--- src/rtl/vec_agu_pkg.sv ---
// vec_agu_pkg: vlmul encodings, per-vlmul beat-limit helpers and FSM state type
// shared by the vector register-group address sequencer.
package vec_agu_pkg;

    localparam logic [2:0] LMUL1 = 3'b000;
    localparam logic [2:0] LMUL2 = 3'b001;
    localparam logic [2:0] LMUL4 = 3'b010;
    localparam logic [2:0] LMUL8 = 3'b011;
    localparam logic [2:0] RSVD  = 3'b100;
    localparam logic [2:0] MF8   = 3'b101;
    localparam logic [2:0] MF4   = 3'b110;
    localparam logic [2:0] MF2   = 3'b111;

    typedef enum logic {IDLE, BUSY} agu_state_e;

    // Last register index within the group; fractional and reserved encodings use one register.
    function automatic logic [2:0] max_reg_of(input logic [2:0] vlmul);
        return vlmul == LMUL1 ? 3'd0 :
               vlmul == LMUL2 ? 3'd1 :
               vlmul == LMUL4 ? 3'd3 :
               vlmul == LMUL8 ? 3'd7 : 3'd0;
    endfunction

    function automatic logic [1:0] frac_shift(input logic [2:0] vlmul);
        return vlmul == MF8 ? 2'd3 :
               vlmul == MF4 ? 2'd2 :
               vlmul == MF2 ? 2'd1 : 2'd0;
    endfunction

endpackage

--- src/rtl/vec_agu_port_map.sv ---
// vec_agu_port_map: maps the shared group position to one port's VRF register
// index and beat offset, doubling the register stride for widened operands.
module vec_agu_port_map
    import vec_agu_pkg::*;
#(
    parameter int ADDR_WIDTH = 5,
    parameter int OFF_WIDTH  = 8
) (
    input  logic [ADDR_WIDTH-1:0] base,
    input  logic [2:0]            reg_cnt,
    input  logic [OFF_WIDTH-1:0]  off_cnt,
    input  logic [OFF_WIDTH-1:0]  max_off,
    input  logic                  widen,
    output logic [ADDR_WIDTH-1:0] addr,
    output logic [OFF_WIDTH-1:0]  off
);

    logic hi;

    // A widened operand spans two registers per narrow register: the upper half
    // of the narrow offset range lands in the odd register of the pair.
    assign hi   = widen & (off_cnt > (max_off >> 1));
    assign addr = base + (widen ? ADDR_WIDTH'({reg_cnt, 1'b0}) : ADDR_WIDTH'(reg_cnt)) + ADDR_WIDTH'(hi);
    assign off  = widen ? ((off_cnt << 1) & max_off) : off_cnt;

endmodule

--- src/rtl/vec_group_addr_seq.sv ---
// vec_group_addr_seq: walks a vector register group for NUM_PORTS operands,
// emitting one registered address/offset beat per handshake with backpressure and abort.
module vec_group_addr_seq
    import vec_agu_pkg::*;
#(
    parameter int ADDR_WIDTH = 5,
    parameter int OFF_WIDTH  = 8,
    parameter int NUM_PORTS  = 3
) (
    input  logic                            clk,
    input  logic                            rst_n,
    input  logic                            in_valid,
    output logic                            in_ready,
    input  logic [2:0]                      vlmul,
    input  logic [OFF_WIDTH-1:0]            max_off_in,
    input  logic [NUM_PORTS*ADDR_WIDTH-1:0] addr_in,
    input  logic [NUM_PORTS-1:0]            widen_in,
    input  logic                            abort,
    output logic                            out_valid,
    input  logic                            out_ready,
    output logic [NUM_PORTS*ADDR_WIDTH-1:0] addr_out,
    output logic [NUM_PORTS*OFF_WIDTH-1:0]  off_out,
    output logic                            addr_start,
    output logic                            addr_end,
    output logic                            cfg_err,
    output logic                            idle
);

    agu_state_e                      state, nxt_state;
    logic [NUM_PORTS*ADDR_WIDTH-1:0] base_q, nxt_base;
    logic [NUM_PORTS-1:0]            widen_q, nxt_widen;
    logic [2:0]                      max_reg_q, nxt_max_reg;
    logic [OFF_WIDTH-1:0]            max_off_q, nxt_max_off;
    logic [2:0]                      reg_q, nxt_reg;
    logic [OFF_WIDTH-1:0]            off_q, nxt_off;
    logic                            nxt_valid, nxt_start, nxt_end, nxt_cfg_err;
    logic [NUM_PORTS*ADDR_WIDTH-1:0] map_addr;
    logic [NUM_PORTS*OFF_WIDTH-1:0]  map_off;
    logic                            accept, fire, wrap;

    // Accepting during the last-beat handshake lets commands run back to back.
    assign in_ready = ~abort & ((state == IDLE) | (out_valid & out_ready & addr_end));
    assign accept   = in_valid & in_ready;
    assign fire     = out_valid & out_ready;
    assign wrap     = off_q == max_off_q;
    assign idle     = (state == IDLE) & ~out_valid;

    always_comb begin
        nxt_state   = state;
        nxt_valid   = out_valid;
        nxt_start   = addr_start;
        nxt_end     = addr_end;
        nxt_cfg_err = 1'b0;
        nxt_base    = base_q;
        nxt_widen   = widen_q;
        nxt_max_reg = max_reg_q;
        nxt_max_off = max_off_q;
        nxt_reg     = reg_q;
        nxt_off     = off_q;
        if (abort) begin
            nxt_state = IDLE;
            nxt_valid = 1'b0;
            nxt_start = 1'b0;
            nxt_end   = 1'b0;
        end else if (accept) begin
            nxt_state   = BUSY;
            nxt_valid   = 1'b1;
            nxt_base    = addr_in;
            nxt_widen   = widen_in;
            nxt_max_reg = max_reg_of(vlmul);
            nxt_max_off = max_off_in >> frac_shift(vlmul);
            nxt_reg     = '0;
            nxt_off     = '0;
            nxt_start   = 1'b1;
            nxt_end     = (nxt_max_reg == '0) && (nxt_max_off == '0);
            nxt_cfg_err = vlmul == RSVD;
        end else if (fire && addr_end) begin
            nxt_state = IDLE;
            nxt_valid = 1'b0;
            nxt_start = 1'b0;
            nxt_end   = 1'b0;
        end else if (fire) begin
            nxt_off   = wrap ? '0 : off_q + 1'b1;
            nxt_reg   = wrap ? reg_q + 3'd1 : reg_q;
            nxt_start = 1'b0;
            nxt_end   = (nxt_reg == max_reg_q) && (nxt_off == max_off_q);
        end
    end

    // Map the next position so every beat output comes straight from a flop.
    for (genvar g = 0; g < NUM_PORTS; g++) begin : g_port
        vec_agu_port_map #(
            .ADDR_WIDTH(ADDR_WIDTH),
            .OFF_WIDTH (OFF_WIDTH)
        ) u_map (
            .base   (nxt_base[g*ADDR_WIDTH +: ADDR_WIDTH]),
            .reg_cnt(nxt_reg),
            .off_cnt(nxt_off),
            .max_off(nxt_max_off),
            .widen  (nxt_widen[g]),
            .addr   (map_addr[g*ADDR_WIDTH +: ADDR_WIDTH]),
            .off    (map_off[g*OFF_WIDTH +: OFF_WIDTH])
        );
    end

    always_ff @(posedge clk or negedge rst_n) begin
        if (!rst_n) begin
            state      <= IDLE;
            out_valid  <= 1'b0;
            addr_start <= 1'b0;
            addr_end   <= 1'b0;
            cfg_err    <= 1'b0;
            addr_out   <= '0;
            off_out    <= '0;
            base_q     <= '0;
            widen_q    <= '0;
            max_reg_q  <= '0;
            max_off_q  <= '0;
            reg_q      <= '0;
            off_q      <= '0;
        end else begin
            state      <= nxt_state;
            out_valid  <= nxt_valid;
            addr_start <= nxt_start;
            addr_end   <= nxt_end;
            cfg_err    <= nxt_cfg_err;
            addr_out   <= map_addr;
            off_out    <= map_off;
            base_q     <= nxt_base;
            widen_q    <= nxt_widen;
            max_reg_q  <= nxt_max_reg;
            max_off_q  <= nxt_max_off;
            reg_q      <= nxt_reg;
            off_q      <= nxt_off;
        end
    end

endmodule

--- config.mk ---
export PLATFORM = sky130hd
export DESIGN_NAME = vec_group_addr_seq
export DESIGN_NICKNAME = d
export VERILOG_FILES = /design/src/rtl/vec_agu_pkg.sv /design/src/rtl/vec_agu_port_map.sv /design/src/rtl/vec_group_addr_seq.sv
export SDC_FILE = /design/constraint.sdc
export NUM_CORES = 1
export LEC_CHECK = 0
export ABC_AREA = 1
export ABC_CLOCK_PERIOD_IN_PS = 3600
export CORE_ASPECT_RATIO = 1.4
export CORE_MARGIN = 5
export CORE_UTILIZATION = 48
export CTS_CLUSTER_SIZE = 12
export DETAILED_ROUTE_END_ITERATION = 10
export PLACE_DENSITY_LB_ADDON = 0.15
export SLEW_MARGIN = 20
export SYNTH_ARGS = -nofsm -noshare
export SYNTH_HDL_FRONTEND = slang
export SYNTH_SLANG_ARGS = --single-unit
--- constraint.sdc ---
create_clock -name clk -period 3.6 [get_ports clk]
set_input_delay 0.9 -clock clk [delete_from_list [all_inputs] [get_ports clk]]
set_output_delay 0.9 -clock clk [all_outputs]
set_load 0.1 [all_outputs]
### Word-level counts from Yosys, hierarchy flattened

Index checks and enable logic that the tools add are counted.

* $add $sub $neg: 8
* magnitude comparators: 1
* eq/ne operators: 10
* shift operators: 1
* mux-type cells: 42
* bitwise operators: 11
* reduce and logical (&&, ||, !) cells: 9

Operators with widths (number)
* 2-to-1 mux 8 bit: 10
* 2-to-1 mux 3 bit: 11
* 2-to-1 mux 15 bit: 2
* equality test 8 bit: 2
* adder 5 x 1 -> 5 bit: 3
* adder 5 bit: 3
* 2-to-1 mux 1 bit: 14
* equality test 3 bit, second input constant: 4
* 2-to-1 mux 4 bit: 3
* adder 8 x 1 -> 8 bit, second input constant: 1
* AND 8 bit: 1
* greater-than comparator 8 x 7 -> 1 bit: 1
* logical NOT 8 bit: 1
* right shift 8 x 2 -> 8 bit: 1
* AND 1 bit: 7
* equality test 3 x 2 -> 1 bit, second input constant: 2
* logical NOT 3 bit: 2
* 2-to-1 mux 2 bit: 2
* nonzero test 4 bit: 1
* adder 3 x 1 -> 3 bit, second input constant: 1
* equality test 3 x 1 -> 1 bit, second input constant: 1
* equality test 3 bit: 1
* logical AND 1 bit: 3
* nonzero test 3 bit: 1
* other kinds (3): 4

* flip-flop bits (word level): 83
* input port bits: 34
* output and inout port bits: 45
* word-level logic and storage cells: 94

### Longest topological paths before layout

* word-level depth: 10
* gate-level depth with buffers: 27
* depth with buffers taken out: 26

### Modules after synthesis

From an unflattened synthesis, not the netlist that was laid out.

* cell total of the unflattened synthesis: 616
* area, all modules: 5185.0 µm²

Modules (own cells, without submodules)
* vec_group_addr_seq: instances 1, cells each 388, area each 3458.3 µm²
* vec_agu_port_map: instances 3, cells each 76, area each 575.6 µm²

### Worst setup path after synthesis

OpenSTA, ideal clock, no wires.

* kind: register to register
* from: register state
* to: register addr_out[9]
* arrival time: 5.384 ns
* data required time: 3.476 ns
* path slack: -1.908 ns
* stages on the path, launching flop included: 20
* buffers on the path: 0
* clock period less this slack: 5.508 ns
* cells stage by stage: dfrtp_1 -> inv_1 -> a21oi_2 -> nor2_2 -> nand2_4 -> nand2_1 -> inv_1 -> nand3_1 -> o21ai_0 -> ha_1 -> inv_1 -> nand2_1 -> o41ai_1 -> a21oi_1 -> fa_1 -> fa_1 -> nand2_1 -> nand2_1 -> a21oi_1 -> xnor2_1

* elaborated cells between the ends (all ways): 26

RTL lines
* start, declared: RTL line vec_group_addr_seq.sv:29 `agu_state_e state, nxt_state;`
* start signal, assigned: RTL line vec_group_addr_seq.sv:122 `state <= nxt_state;`
* inverter 1 bit
* via idle: RTL line vec_group_addr_seq.sv:26 `output logic idle`
* bitwise OR 1 bit: RTL line vec_group_addr_seq.sv:42 `assign in_ready = ~abort & ((state == IDLE) | (out_valid & out_ready & addr_end));`
* AND 1 bit: RTL line vec_group_addr_seq.sv:42
* via in_ready: RTL line vec_group_addr_seq.sv:13 `output logic in_ready,`
* AND 1 bit: RTL line vec_group_addr_seq.sv:43 `assign accept = in_valid & in_ready;`
* 2-to-1 mux 8 bit: RTL line vec_group_addr_seq.sv:65 `end else if (accept) begin`
* 2-to-1 mux 8 bit: RTL line vec_group_addr_seq.sv:60 `if (abort) begin`
* via g_port[0].u_map.off_cnt[3]: RTL line vec_agu_port_map.sv:11 `input logic [OFF_WIDTH-1:0] off_cnt,`
* greater-than comparator 8 x 7 -> 1 bit: RTL line vec_agu_port_map.sv:22 `assign hi = widen & (off_cnt > (max_off >> 1));`
* AND 1 bit: RTL line vec_agu_port_map.sv:22
* adder 5 x 1 -> 5 bit: RTL line vec_agu_port_map.sv:23 `assign addr = base + (widen ? ADDR_WIDTH'({reg_cnt, 1'b0}) : ADDR_WIDTH'(reg_cnt)) + ADDR_WIDTH'(hi);`
* via g_port[1].u_map.addr[4]: RTL line vec_agu_port_map.sv:14 `output logic [ADDR_WIDTH-1:0] addr,`
* end signal, assigned: RTL line vec_group_addr_seq.sv:127 `addr_out <= map_addr;`
* end, declared: RTL line vec_group_addr_seq.sv:21 `output logic [NUM_PORTS*ADDR_WIDTH-1:0] addr_out,`

The timed path passes the listed nets, and every way through them passes these cells.
A chain may end at the register's enable or synchronous reset.

### Worst setup path after layout

* from: input port out_ready
* to: register addr_out[9]

* longest elaborated chain between the ends: 10
* elaborated cells between the ends (all ways): 25

Ends and longest elaborated chain
* start, declared: RTL line vec_group_addr_seq.sv:20 `input logic out_ready,`
* AND 1 bit (2 in series): RTL line vec_group_addr_seq.sv:42
* bitwise OR 1 bit: RTL line vec_group_addr_seq.sv:42
* AND 1 bit: RTL line vec_group_addr_seq.sv:42
* AND 1 bit: RTL line vec_group_addr_seq.sv:43
* 2-to-1 mux 8 bit: RTL line vec_group_addr_seq.sv:65
* 2-to-1 mux 8 bit: RTL line vec_group_addr_seq.sv:60
* via g_port[0].u_map.max_off[2]: RTL line vec_agu_port_map.sv:12 `input logic [OFF_WIDTH-1:0] max_off,`
* greater-than comparator 8 x 7 -> 1 bit: RTL line vec_agu_port_map.sv:22
* AND 1 bit: RTL line vec_agu_port_map.sv:22
* adder 5 x 1 -> 5 bit: RTL line vec_agu_port_map.sv:23
* via g_port[1].u_map.addr[4]: RTL line vec_agu_port_map.sv:14

The timed path passes the listed nets, and every way through them passes these cells.

==> key figures <==
Setup path
  – FF-to-FF path depth: 24
  – Most used cell, CP: a21oi_2
  – CP max stage cell: fa_2
  – Critical path buffers and inverters: 5
  – Crit path DAT: 4.13 ns
  – Kind of cell adding the most delay to the critical path: compound AO/OA/AOI/OAI gates
  – CP required: 3.84 ns
  – Slowest stage delay, CP: 0.37 ns
  – Setup crit end kind: flop
  – Critical setup path kind: in -> reg
  – Reg2reg setup slack: -0.16 ns
  – Reg2reg start: off_q[4]$_DFF_PN0_
  – Max FO, Critical Path: 5
  – Cell Chain, Critical Path: buf_8 -> buf_6 -> a21oi_4 -> nor2_4 -> nand2_4 -> buf_6 -> nand2_2 -> o21ai_4 -> inv_1 -> ha_1 -> o21bai_4 -> a21oi_2 -> o21ai_1 -> a21oi_1 -> o21bai_1 -> o41ai_4 -> buf_4 -> a21oi_2 -> fa_2 -> fa_2 -> nand2_1 -> nand2_1 -> a21oi_2 -> xnor2_1
  – R2r endpoint: addr_out[9]$_DFF_PN0_
  – Critical Path Start Type: input pin

Cells and area
  – Area taken by multi-input logic gates: 2590 um^2
  – Area Growth Syn to Fin: 56.2%
  – FF+latch area: 2080 um^2
  – ANT cells: 0
  – Nets: 832
  – Most frequent cells in the layout: buf_4 (176), nand2_1 (150), dfrtp_1 (82), inv_1 (48), o21ai_0 (29)
  – Layout cells sized above 1: 41.7%
  – Commonest non-fill, non-tap cell in the layout: buf_4
  – Non-filler instance count after layout: 880
  – Fillers: 633

Run status
  – Failing checks: negative setup slack
  – Status: finished, violations left

Floorplan
  – # rows: 42
  – I/O pins: 79
  – Core area: 9410 um^2
  – DIE WIDTH: 92.4 um
  – Die Footprint: 11600 um^2
  – Initial cell density of the core: 48.5%
  – Die span in y: 125 um

Detailed routing
  – Final WL: 14.9 mm
  – DRC: 0
  – Wire per inst: 17.0 um
  – Drt initial violations: 289
  – Antenna Nets Post-Route: 0
  – Via density: 5.32
  – TritonRoute pass-1 iters: 6
  – Routed via count: 4681

Timing
  – Final worst slack: -0.283 ns
  – Least-Margin Pin Slew: 0.973 ns
  – Final period util: 108%
  – Min cycle time layout: 3.88 ns
  – Slew Limit Headroom: 34.9%
  – # setup viols final: 8
  – RSZ-0062 raised after global routing: true
  – Clock Skew: 0.00526 ns
  – Highest clock rate: 258 MHz
  – Final hold viol count: 0
  – Max-slew violation count: 0

Placement
  – GPL Wtd Cong: 0.883
  – Place WS: -1.12 ns
  – Inst Count DP: 818
  – DP Wirelength: 10.0 mm
  – I/O Buffers: 78

GRT
  – First-pass GRT wire length: 24.1 mm
  – Vias in the first global route: 4953
  – Grt total ovfl: 0
  – Initial antenna violation count: 0
  – Tot GR Track Use: 26.6%
  – Largest net degree at the start of global routing: 84

Power and ir drop
  – Combinational power share: 49.1%
  – P_leak: 3.63 nW
  – Max VDD drop: 425 uV
  – Power Dens Cells: 573 nW/um^2
  – Internal cell power: 2.29 mW
  – Flop pwr share: 28.7%
  – Psw: 1.80 mW
  – Clock share of power: 22.2%
  – Sw Share: 44.1%

Synthesis
  – EDFF count, synth: 0
  – Ys async rst share: 100%
  – Cell count after synthesis: 552
  – Synth top area cells: dfrtp_1 (45%), nand2_1 (14%), ha_1 (6.9%), o21ai_0 (5.5%), inv_1 (5.1%)
  – Yosys top cell area share: 45.5%
  – Yosys warnings: 0
  – Post-synth cell types: 38
  – Syn Nets: 617
  – Synth Flop Type: dfrtp_1
  – Seq/Total Area, Yosys: 45.5%
  – Mean post-synth cell area: 8.27 um^2
  – Synth Register Bits: 83
  – Cell Area, Synth: 4570 um^2
  – Leading area contributor after synthesis: dfrtp_1

Clock network
  – Clock-pin slew on the worst setup and hold paths: 0.06 ns
  – Clk_lat worst skew: 0.34 ns
  – CTS buffer count: 9
  – Clk root buf: clkbuf_16
  – CTS tree: built
  – H-tree depth: 3
  – Clock buffer depth: 2
  – Clock sinks: 83

Worst hold path
  – Hold depth: 2
  – Worst hold start: base_q[12]$_DFF_PN0_
  – Hold Crit Class: reg -> reg
  – Hold Path End: base_q[12]$_DFF_PN0_

Run
  – Max Cap Viol: 0
==> sequential cells by signal (all words and copies together), names as in the netlist <==
signal,cells
off_q,8
reg_q,3
max_reg_q,3
widen_q,3
base_q,15
state,1
cfg_err,1
off_out,24
max_off_q,8
addr_start,1
addr_end,1
addr_out,15
==> per-layer routing <==
metal  global-route usage [%]  share of wire [%]  wire length, um  vias up
met5                        0                  0                0        -
met4                     15.8                5.3              792        0
met3                     4.75                4.5              665       71
met2                     47.9                 55             8200      162
met1                     28.6                 35             5280     2256
li1                         -                  -                -     2192
==> worst register-to-register path: stages, from the launching register on <==
cell and delay, ns:
dfrtp_1 0.42, inv_1 0.12, nand2_1 0.07, nand2_1 0.05, nand2_1 0.08, nor2_2 0.12, nand2_2 0.14, a21oi_1 0.16
o21ai_1 0.09, o21ai_2 0.10, inv_1 0.10, ha_1 0.34, a21oi_2 0.15, o21ai_1 0.06, a21oi_1 0.12, o21bai_1 0.12
o41ai_4 0.09, buf_4 0.18, a21oi_2 0.05, fa_2 0.37, fa_2 0.35, nand2_1 0.08, nand2_1 0.06, a21oi_2 0.13
xnor2_1 0.14
==> through the flow <==
stage	area, um^2	hold slack, ns	setup TNS (ns)	total power [mW]	utilization [%]
2_1_floorplan	4670	0.450	-7.89	2.39	-
3_3_place_gp	6110	0.473	-11.08	2.94	64.9
3_5_place_dp	6110	0.474	-12.37	2.96	64.9
4_1_cts	7000	0.489	-1.07	4.02	74.5
5_1_grt	7130	0.520	-2.88	4.27	75.8
6_report	7130	0.483	-1.26	4.09	75.8
==> final cells by class <==
| cell class | count | share of cell area, % |
|---|---|---|
| clock inverters | 4 | 0.737 |
| multi-input cells | 387 | 36.4 |
| repair buffers | 218 | 24.7 |
| well taps | 110 | 1.93 |
| inverters | 68 | 3.70 |
| flip-flops and latches | 83 | 29.2 |
| clock buffers | 10 | 3.35 |
==> synthesized netlist by cell type (3+ instances only) <==
cell / n
a21oi_1: 17
buf_2: 8
clkbuf_1: 4
dfrtp_1: 83
fa_1: 6
ha_1: 25
inv_1: 62
inv_2: 6
nand2_1: 166
nand2_2: 4
nand3_1: 28
nand3b_1: 3
nor2_1: 23
nor2_2: 5
o21ai_0: 50
o21ai_1: 5
o21ai_2: 10
o22ai_1: 5
or2_1: 3
xnor2_1: 8
xor2_1: 8
==> what timing repair did <==
action / in CTS / in global routing
hold buffers: 0 / 0
resized for setup: 100 / 34
cloned: 1 / 0
setup endpoints to repair: 15 / 18
buffers inserted: 49 / 5
pin swaps: 43 / 23
==> cells by family (layout without fill, tap and decap cells) <==
family                     Yosys count  count (layout)  share of synthesized area, %
DFF                                 83              83                          45.5
and+or+nand+nor                    240             241                          22.0
buffers and inverters               83             300                          7.37
muxes                                1               1                         0.219
adders and majority gates           31              31                          9.48
AOI/OAI and AO/OA                   98              98                          12.4
xor gates and xnor gates            16              16                          3.07
==> power by group through the flow <==
stage | Sequential [mW] | Clock [mW] | Combinational [mW]
floorplan | 1.90 | 0 | 0.492
detailed placement | 1.19 | 0 | 1.78
global placement | 1.18 | 0 | 1.75
global route | 1.19 | 0.966 | 2.12
CTS | 1.17 | 0.917 | 1.93
finish | 1.17 | 0.907 | 2.01
==> worst max path at each step <==
stage	start	endpoint	slack [ns]	cells after the start
after floorplan	state$_DFFE_PN0P_	addr_out[14]$_DFF_PN0_	-0.79	21
after global placement	out_ready	addr_out[14]$_DFF_PN0_	-0.99	21
after detailed placement	vlmul[0]	addr_out[14]$_DFF_PN0_	-1.12	19
after CTS	out_ready	addr_out[14]$_DFF_PN0_	-0.23	22
after global routing	out_ready	addr_out[14]$_DFF_PN0_	-0.43	25
final	out_ready	addr_out[9]$_DFF_PN0_	-0.28	24
Note: power is estimated with default switching activity, not from simulation.
